[src/rtl/imm_gen_skid_pkg.sv]
// Shared constants for the immediate generator: format codes, default XLEN, booleans.
package imm_gen_skid_pkg;

    localparam int XLEN_DEF = 32;

    localparam logic [2:0] FMT_I = 3'd0;
    localparam logic [2:0] FMT_S = 3'd1;
    localparam logic [2:0] FMT_B = 3'd2;
    localparam logic [2:0] FMT_U = 3'd3;
    localparam logic [2:0] FMT_J = 3'd4;
    localparam logic [2:0] FMT_Z = 3'd5;

    localparam logic TRUE  = 1'b1;
    localparam logic FALSE = 1'b0;

endpackage

[src/rtl/imm_gen_skid_imm_build.sv]
// Combinational RV32I immediate decode (I/S/B/U/J sign-extended, Z zero-extended) to XLEN.
module imm_build
    import imm_gen_skid_pkg::*;
#(
    parameter int XLEN = XLEN_DEF
) (
    input  logic [31:0]     instr,
    input  logic [2:0]      fmt,
    output logic [XLEN-1:0] imm,
    output logic            err
);

    logic [31:0] imm32;
    logic        unused_opc;

    assign unused_opc = ^instr[6:0];

    // imm32 is already sign-extended to 32 bits, so widening only replicates bit 31.
    always_comb begin
        imm32 = '0;
        err   = FALSE;
        case (fmt)
            FMT_I: imm32 = {{20{instr[31]}}, instr[31:20]};
            FMT_S: imm32 = {{20{instr[31]}}, instr[31:25], instr[11:7]};
            FMT_B: imm32 = {{19{instr[31]}}, instr[31], instr[7], instr[30:25], instr[11:8], 1'b0};
            FMT_U: imm32 = {instr[31:12], 12'b0};
            FMT_J: imm32 = {{11{instr[31]}}, instr[31], instr[19:12], instr[20], instr[30:21], 1'b0};
            FMT_Z: imm32 = {27'b0, instr[19:15]};
            default: err = TRUE;
        endcase
    end

    generate
        if (XLEN == 64) begin : g_x64
            assign imm = {{32{imm32[31]}}, imm32};
        end else begin : g_x32
            assign imm = imm32;
        end
    endgenerate

endmodule

[src/rtl/imm_gen_skid.sv]
// Immediate generator with a 2-entry output/skid buffer; in_ready depends only on flops.
module imm_gen_skid
    import imm_gen_skid_pkg::*;
#(
    parameter int XLEN  = XLEN_DEF,
    parameter int TAG_W = 5
) (
    input  logic             clk,
    input  logic             reset_n,
    input  logic             in_valid,
    output logic             in_ready,
    input  logic [31:0]      in_instr,
    input  logic [2:0]       in_fmt,
    input  logic [TAG_W-1:0] in_tag,
    output logic             out_valid,
    input  logic             out_ready,
    output logic [XLEN-1:0]  out_imm,
    output logic             out_err,
    output logic [TAG_W-1:0] out_tag
);

    generate
        if (XLEN != 32 && XLEN != 64) begin : g_bad_xlen
            $error("imm_gen_skid: XLEN must be 32 or 64");
        end
    endgenerate

    typedef struct packed {
        logic [XLEN-1:0]  imm;
        logic             err;
        logic [TAG_W-1:0] tag;
    } item_t;

    item_t nw, or_q, sk_q;
    logic  or_vld, sk_vld;
    logic  acc, or_free;

    imm_build #(.XLEN(XLEN)) u_build (
        .instr (in_instr),
        .fmt   (in_fmt),
        .imm   (nw.imm),
        .err   (nw.err)
    );
    assign nw.tag = in_tag;

    assign in_ready = !sk_vld;
    assign acc      = in_valid && in_ready;
    assign or_free  = !or_vld || out_ready;

    // SK is only refilled while OR is stalled, and always empties into OR first,
    // so FIFO order holds and in_ready can never be high while SK is occupied.
    always_ff @(posedge clk or negedge reset_n) begin
        if (!reset_n) begin
            or_vld <= FALSE;
            sk_vld <= FALSE;
            or_q   <= '0;
            sk_q   <= '0;
        end else if (or_free) begin
            if (sk_vld) begin
                or_q   <= sk_q;
                or_vld <= TRUE;
                sk_vld <= FALSE;
            end else if (acc) begin
                or_q   <= nw;
                or_vld <= TRUE;
            end else begin
                or_vld <= FALSE;
            end
        end else if (acc) begin
            sk_q   <= nw;
            sk_vld <= TRUE;
        end
    end

    assign out_valid = or_vld;
    assign out_imm   = or_q.imm;
    assign out_err   = or_q.err;
    assign out_tag   = or_q.tag;

endmodule

[config.mk]
export PLATFORM = sky130hd
export DESIGN_NAME = imm_gen_skid
export DESIGN_NICKNAME = d
export VERILOG_FILES = /design/src/rtl/imm_gen_skid_pkg.sv /design/src/rtl/imm_gen_skid_imm_build.sv /design/src/rtl/imm_gen_skid.sv
export SDC_FILE = /design/constraint.sdc
export NUM_CORES = 1
export LEC_CHECK = 0
export ABC_AREA = 1
export CELL_PAD_IN_SITES_DETAIL_PLACEMENT = 1
export CELL_PAD_IN_SITES_GLOBAL_PLACEMENT = 1
export CORE_MARGIN = 4
export CORE_UTILIZATION = 25
export DETAILED_ROUTE_END_ITERATION = 10
export GPL_TIMING_DRIVEN = 0
export PLACE_DENSITY_LB_ADDON = 0.1
export REMOVE_ABC_BUFFERS = 1
export SYNTH_ARGS = -nofsm -noshare
export SYNTH_HDL_FRONTEND = slang
export SYNTH_SLANG_ARGS = --single-unit
export TNS_END_PERCENT = 50
[constraint.sdc]
create_clock -name clk -period 1.93 [get_ports clk]
set_clock_uncertainty 0.05 [all_clocks]
set_input_delay 0.386 -clock clk [delete_from_list [all_inputs] [get_ports clk]]
set_output_delay 0.386 -clock clk [all_outputs]
set_load 0.005 [all_outputs]
# --- Word level (Yosys, flattened, before mapping) ---
# Cells that the tools add are included.
totals:
  out_inout_bits: 40
  wordCells: 32
  inputBits: 44
  regBits: 78
classes:
  eq_ne: 5
  reduce_logical: 10
  bitwise_logic: 1
  mux: 8
op_table:
  columns: ["operator", "n"]
  rows:
  - ["32-bit one-hot mux with 6 select lines", 1]
  - ["38-bit two-way mux", 2]
  - ["3-bit by 2-bit == test with 1-bit output, second input constant", 2]
  - ["3-bit == test, second input constant", 2]
  - ["6-bit OR reduction", 1]
  - ["1-bit two-way mux", 5]
  - ["2-bit AND reduction", 2]
  - ["2-bit nonzero test", 2]
  - ["3-bit by 1-bit == test with 1-bit output, second input constant", 1]
  - ["3-bit zero test", 1]
  - ["1-bit zero test", 2]
  - ["1-bit logical AND", 1]
  - ["1-bit logical OR", 1]
  - ["1-bit inverter", 1]

# --- Longest topological paths before layout ---
# Gate-level depths: netlist of run 1.
logic_depth:
  depth_word: 5
  ltp_mapped: 9
  mapped_depth_nobuf: 7

# --- Modules after synthesis ---
# Synthesis of run 1 repeated with hierarchy kept, for this count alone.
unflattened:
  hier_cells: 567
  hier_area_um2: 3980.1
by_module_without_submodules:
  columns: ["mod", "n_inst", "area_each_um2", "cells_per_inst", "seq_area_each_um2"]
  rows:
  - ["imm_gen_skid", 1, 3484.6, 462, 1951.9]
  - ["imm_build", 1, 495.5, 105, 0.0]

# --- Worst setup path after synthesis of run 1 ---
# Ideal clock, no wire load.
synth_path:
  path_type: "register to register"
  startpoint: "reg sk_vld"
  endpoint: "reg or_q, in the netlist out_imm[1]"
  t_required_ns: 1.764
  path_stages_with_launch: 10
  path_buffers: 3
  arrival_ns: 1.168
  path_slack_ns: 0.596
  cell_sequence: "dfrtp_1 > buf_4 > nor2_4 > inv_2 > nand2_1 > buf_4 > buf_6 > nor2_1 > nand2_1 > nand2_1"
synth_via:
  elab_chain_len: 4
  word_cells_on_any_way: 5
synth_rtl:
  columns: ["item", "line_no", "rtl"]
  rows:
  - ["start, declared", "imm_gen_skid.sv:35", "logic or_vld, sk_vld;"]
  - ["start signal, assigned", "imm_gen_skid.sv:55", "sk_vld <= FALSE;"]
  - ["start signal, assigned", "imm_gen_skid.sv:62", "sk_vld <= FALSE;"]
  - ["start signal, assigned", "imm_gen_skid.sv:71", "sk_vld <= TRUE;"]
  - ["1-bit zero test", "imm_gen_skid.sv:46", "assign in_ready = !sk_vld;"]
  - ["1-bit logical AND", "imm_gen_skid.sv:47", "assign acc = in_valid && in_ready;"]
  - ["2-bit nonzero test (no source line)", null, null]
  - ["2-bit AND reduction (no source line)", null, null]
  - ["end signal, assigned", "imm_gen_skid.sv:60", "or_q <= sk_q;"]
  - ["end signal, assigned", "imm_gen_skid.sv:64", "or_q <= nw;"]
  - ["end, declared", "imm_gen_skid.sv:34", "item_t nw, or_q, sk_q;"]
# Parallel ways exist; a longest one is shown, timed or not.
# A chain may end at the register's enable or synchronous reset.

# --- Worst setup path after layout of run 1 ---
layout_path:
  startpoint: "in in_fmt[1]"
  endpoint: "reg or_q, in the netlist out_imm[20]"
layout_via:
  elab_chain_len: 4
  word_cells_on_any_way: 9
layout_rtl:
  columns: ["item", "line_no", "rtl"]
  rows:
  - ["start, declared", "imm_gen_skid.sv:13", "input logic [2:0] in_fmt,"]
  - ["3-bit == test (tied with other cells)", "imm_gen_skid_imm_build.sv:22", "case (fmt)"]
  - ["32-bit one-hot mux with 6 select lines (*)", "imm_gen_skid_imm_build.sv:22", null]
  - ["38-bit two-way mux (*)", "imm_gen_skid.sv:63", "end else if (acc) begin"]
  - ["38-bit two-way mux (*)", "imm_gen_skid.sv:59", "if (sk_vld) begin"]
# Mark *: on every way between the ends. The rest lies on a longest branch, timed or not. The select of a mux whose other input is x is not followed.

==> metrics, run 1 <==
status completed; Core Rows 45; synth warn 0; post-route setup slack 122 ps; Crit. Startpoint in_fmt[1]; drt total wl 13500 um; Initial Util 25.9%; final std cells w/o fill 813; diodes inserted 0; Syn-to-layout area delta 33.8%; GRT Total Usage 15.5%; layout cells sized above 1 10.8%; worst-path fanout max 17; most frequent cell on the critical path nand2_1; MaxCap Viol Count 0; wire per inst 16.6 um; first-pass GRT wire length 21800 um; Post-synth EDFFs 0; Detail Placement HPWL 8260 um; Post-Syn Instances 531; die area 18100 um^2; Pwr per Cell Area 1010 nW/um^2; cell leakage power 2.69 nW; clk_lat worst skew 340 ps; drt first pass iters 4; GR Util met2 25.4%; GR Util met3 2.50%; Finish-stage setup viols 0; Avg Cell Area, Syn 7.53 um^2; Die Ht 134 um; largest net degree at the start of global routing 59; FF-to-FF Start sk_vld; HP Start out_imm[19]; synth top area cells dfrtp_1, nand2_1, nand3_1; Final Core Density 34.7%; minimum clock period 1810 ps; Tot Pwr 0.00538 W; met1 Track Usage GR 20.8%; number of different library cells in the post-synthesis netlist 24; core region area 15400 um^2; initial antenna violation count 0; clk slew on worst S/H paths 60 ps; Final Max Slew Viols 0; Top FF cell, synth dfrtp_1; IO Count 84; critical path's largest stage delay 670 ps; via count 3700; startpoint types input pin; die width 134 um; H-Tree Depth 3; CTS Sinks 78; HP Class flop to flop; CTS tree yes; FF+latch count, synth 78; CP arrival 1990 ps; Worst setup EP type flop; DR vias/cell 4.55; post-synthesis sequential area ratio 48.8%; async set or reset register ratio after synthesis 100%; leading area contributor after synthesis dfrtp_1; clk root buf clkbuf_16; Crit path max-delay family buffers and inverters; unrepaired setup endpoints after global routing no; measured slew at the worst slew-check pin 729 ps; maximum clock path buffer count 2; Slowest-stage cell, CP dlygate4sd2_1; RD Place Congestion 0.768; Starting DRT DRC Count 209; IO Port Bufs 76; Max-Slew Margin vs Limit 51.4%; placed cells 787; worst path required time 2110 ps; global route overflow 0; area fraction of the dominant cell type after synthesis 48.8%; Final #Nets 641; ANT nets after route 0; worst setup path class input pin to flop; vias in the first global route 3870; final worst-path cycle share 93.7%; Bufs and invs on worst path 2; layer with the highest usage met2; Peak Freq 0.553 GHz; VDD IR max 0.000349 V; crit-path cells dlygate4sd2_1 > inv_2 > nand3_2 > o21a_1 > nand3_1 > nand2_1 > nand2_1; drt drc 0; CTS buffer count 9; pre-CTS setup slack -2270 ps; Post-Syn Area 4000 um^2; final hold viol count 0
worst paths after layout:
path                          endpoint  slack [ps]  cells past startpoint
setup reg to reg              sk_q[23]         190                      6
setup / recovery           out_imm[20]         120                      7
hold reg to reg            out_imm[19]         430                      2
hold / removal             out_imm[19]         430                      2
max in group asynchronous     sk_q[35]         780                      3
min in group asynchronous  out_imm[14]         440                      2
cell usage in the layout (no fill, tap or decap):
cell type	count
o21ai_0	3
inv_1	26
buf_4	6
dlymetal6s2s_1	1
nand4_1	17
o21ai_1	18
inv_4	1
nand3_1	37
clkbuf_2	1
a21oi_1	35
clkinv_8	1
nand3_2	2
inv_2	17
o21a_1	1
a31oi_1	5
bufinv_16	2
clkbuf_16	9
nand2_1	217
dlygate4sd2_1	2
dlygate4sd3_1	1
nand2_2	2
nor2_1	24
clkbuf_8	5
buf_8	1
inv_6	2
o21ai_2	4
buf_6	1
nor2_2	1
nand2_4	2
buf_16	1
dfrtp_4	1
inv_16	1
nand3_4	1
dfrtp_1	77
nor2_4	3
buf_12	1
o21bai_1	2
clkdlybuf4s50_1	71
through the flow:
step	hold slack (ps)	TNS, ps	instance area [um^2]
floorplan	40.4	-41370	3770
global placement	407	-389100	4800
detailed placement	265	-103460	4850
CTS	434	0	5340
global route	450	0	5350
finish	425	0	5350
worst reg2reg max path, cell delays in order, from the launching register on:
cell	delay, ps
dfrtp_4	560
inv_16	90
buf_4	110
nand3_4	290
clkinv_8	340
nand2_1	130
o21ai_1	90
registers in the layout, summed over array words and instances (netlist names):
signal	cells
sk_q	38
out_imm	32
sk_vld	1
out_err	1
out_valid	1
out_tag	5
layout make-up:
| type | count | area (um^2) |
|---|---|---|
| Multi-Input combinational cell | 374 | 1680 |
| Timing Repair Buffer | 86 | 875 |
| Timing Repair inverter | 2 | 17.5 |
| Inverter | 46 | 204 |
| Fill cell | 1890 | 10100 |
| Clock buffer | 14 | 294 |
| Clock inverter | 2 | 60.1 |
| Sequential cell | 78 | 1960 |
| Tap cell | 211 | 264 |
what timing repair did:
item | CTS | global route
setup endpoints to repair | 77 | 44
hold buffers | 1 | 0
gates resized for setup | 17 | 4
endpoints found under the hold margin | 20 | 0
setup buffers | 7 | 0
cloned | 2 | 0
power by group:
group          switching, W  leakage (nW)  internal [W]
combinational      0.000652          1.54      0.000602
clock              0.000709         0.175       0.00131
sequential         0.000156         0.978       0.00195
cells in the mapped netlist, types with 2 or more instances:
cell and n:
nand4_1 17, nand3_1 39, a31oi_1 5, inv_2 19, nor2_4 3, o21bai_1 2, buf_6 7, a21oi_1 35
nand2_1 218, o21ai_1 18, nor2_1 24, nand2_2 3, buf_1 2, o21ai_2 4, o21ai_0 3, dfrtp_1 78
buf_2 10, clkbuf_1 5, inv_1 26, buf_4 9
layer usage:
layer,part of all wire [%],vias up
li1,-,1819
met2,48,59
met5,0,-
met3,2.5,17
met1,48,1805
met4,1.8,0
kinds of logic (layout without fill, tap and decap cells):
| group | count (synthesis) | count (layout) | share of synthesized area, % |
|---|---|---|---|
| AOI/OAI and AO/OA | 68 | 68 | 9.23 |
| buffers and inverters | 79 | 150 | 9.95 |
| DFF | 78 | 78 | 48.8 |
| and+or+nand+nor | 306 | 306 | 32.0 |
(Power assumes the default switching activity.)
==> inputs of run 2 (changes only) <==
--- a/config.mk
+++ b/config.mk
@@ -11,6 +11,7 @@
 export CORE_MARGIN = 4
 export CORE_UTILIZATION = 25
 export DETAILED_ROUTE_END_ITERATION = 10
+export GPL_ROUTABILITY_DRIVEN = 1
 export GPL_TIMING_DRIVEN = 0
 export PLACE_DENSITY_LB_ADDON = 0.1
 export REMOVE_ABC_BUFFERS = 1
==> results of run 2 <==
No change in the layout: final DEF, timing and power equal those of run 1.
==> inputs of run 3 (changes only) <==
--- a/config.mk
+++ b/config.mk
@@ -13,6 +13,7 @@
 export DETAILED_ROUTE_END_ITERATION = 10
 export GPL_ROUTABILITY_DRIVEN = 1
 export GPL_TIMING_DRIVEN = 0
+export MAX_ROUTING_LAYER = met4
 export PLACE_DENSITY_LB_ADDON = 0.1
 export REMOVE_ABC_BUFFERS = 1
 export SYNTH_ARGS = -nofsm -noshare
==> run 3 against run 2 <==
Net effect: largest cell class unchanged; maximum frequency up 1.1%; highest routed layer unchanged; non-clock buffer count unchanged; clock-buffer cell count unchanged.
==> metrics, run 3 (synthesis gave the netlist of run 1 again) <==
status completed; worst path required time 2140 ps; drt drc 0; global route overflow 0; RD Place Congestion 0.779; Worst R2R Path Depth 6; VDD IR max 0.000350 V; Worst setup EP type flop; Core Rows 45; worst setup path class input pin to flop; Tot Pwr 0.00538 W; drt first pass iters 4; via count 3676; IO Port Bufs 76; HP Class flop to flop; CTS buffer count 9; Crit path max-delay family buffers and inverters; final hold viol count 0; maximum clock path buffer count 2; Final Max Slew Viols 0; worst-path fanout max 57; CTS Sinks 78; Final #Nets 641; die area 18100 um^2; commonest non-fill, non-tap cell in the layout nand2_1; Starting DRT DRC Count 210; layout cells sized above 1 10.8%; drt total wl 13500 um; ANT nets after route 0; unrepaired setup endpoints after global routing no; clk root buf clkbuf_16; Max-Slew Margin vs Limit 52.3%; MaxCap Viol Count 0; first-pass GRT wire length 21800 um; H-Tree Depth 3; CTS tree yes; Syn-to-layout area delta 33.8%; Crit. Startpoint out_ready; Initial Util 25.9%; measured slew at the worst slew-check pin 716 ps; largest reg by FF count sk_q; IO Count 84; Finish-stage setup viols 0; clk_lat worst skew 340 ps; minimum clock period 1790 ps; worst hold slack 426 ps; FF-to-FF Start sk_vld; crit-path cells clkdlybuf4s50_1 > nor2_2 > nand3_4 > clkinv_8 > nand2_1 > o21ai_1; wire per inst 16.6 um; Peak Freq 0.559 GHz; die width 134 um; clk slew on worst S/H paths 60 ps; GRT Total Usage 16.0%; diodes inserted 0; Slowest-stage cell, CP clkdlybuf4s50_1; TNS Setup 0 ps; max reg flops 38; Detail Placement HPWL 8260 um; largest net degree at the start of global routing 59; startpoint types input pin; Bufs and invs on worst path 2; RR Endpoint sk_q[23]; WP depth 6; Die Ht 134 um; reg-to-reg slack, setup 180 ps; CP arrival 2000 ps; commonest cells after routing, fill and taps aside nand2_1, dfrtp_1, clkdlybuf4s50_1; cell leakage power 2.69 nW; core region area 15400 um^2; initial antenna violation count 0; vias in the first global route 3874; crit path to sk_q[23]; Pwr per Cell Area 1010 nW/um^2; final worst-path cycle share 92.7%; critical path's largest stage delay 410 ps; fillers 1890; DR vias/cell 4.52
## run 3: cell counts in the layout (fill, tap and decap cells not counted)
No cell type changed its count.
## run 3: how the worst min path moves through the flow
| stage | from | endpoint | slack [ps] | depth (start not counted) |
|---|---|---|---|---|
| finish | out_imm[19] | out_imm[19] | 430 | 2 |
| floorplan | reset_n | out_err | 40 | 0 |
| detailed placement | reset_n | out_imm[14] | 260 | 1 |
| CTS | out_imm[17] | out_imm[17] | 430 | 2 |
| global route | sk_q[16] | sk_q[16] | 450 | 2 |
| global placement | sk_q[6] | sk_q[6] | 410 | 2 |
## run 3: where the power goes
part           switching, W  internal, W  leakage [nW]
Clock              0.000708      0.00131         0.175
Sequential         0.000156      0.00195         0.978
Combinational      0.000653     0.000603          1.54
Total               0.00152      0.00387          2.69
## run 3: stage by stage
stage	utilization [%]	setup WS, ps	instances	cell area (um^2)
4_1_cts	34.6	75.7	813	5340
3_5_place_dp	31.4	-2270	787	4850
2_1_floorplan	-	-811	498	3770
3_3_place_gp	31.1	-2860	785	4800
6_report	34.7	142	813	5350
5_1_grt	34.7	15.2	813	5350
## run 3: cell type report
| cell class | instances | area (um^2) | area share [%] |
|---|---|---|---|
| well taps | 211 | 264 | 4.94 |
| flip-flops and latches | 78 | 1960 | 36.6 |
| repair inverters | 2 | 17.5 | 0.328 |
| multi-input cells | 374 | 1680 | 31.4 |
| clock buffers | 14 | 294 | 5.50 |
| clock inverters | 2 | 60.1 | 1.12 |
| repair buffers | 86 | 875 | 16.4 |
| inverters | 46 | 204 | 3.81 |
## run 3: repair_timing
action | in CTS | in global routing
setup buffers | 7 | 0
setup endpoints to repair | 77 | 45
hold buffers | 1 | 0
gates cloned | 2 | 0
gates resized for setup | 17 | 4
hold endpoints to repair | 20 | 0
## run 3: per-layer routing
metal / track usage, % / part of all wire, % / routed length, um / vias up
met5: - / 0 / 0 / -
met4: 5.66 / 1.7 / 235 / 0
met3: 2.31 / 2.1 / 288 / 17
met2: 25.6 / 48 / 6490 / 62
met1: 20.7 / 48 / 6480 / 1778
li1: - / - / - / 1819
## run 3: worst reg2reg max path: cells and delay by family (launching register included)
kind / cells / cell delay (ps)
buf+inv: 3 / 550
flops: 1 / 560
simple gates: 2 / 420
compound gates: 1 / 90
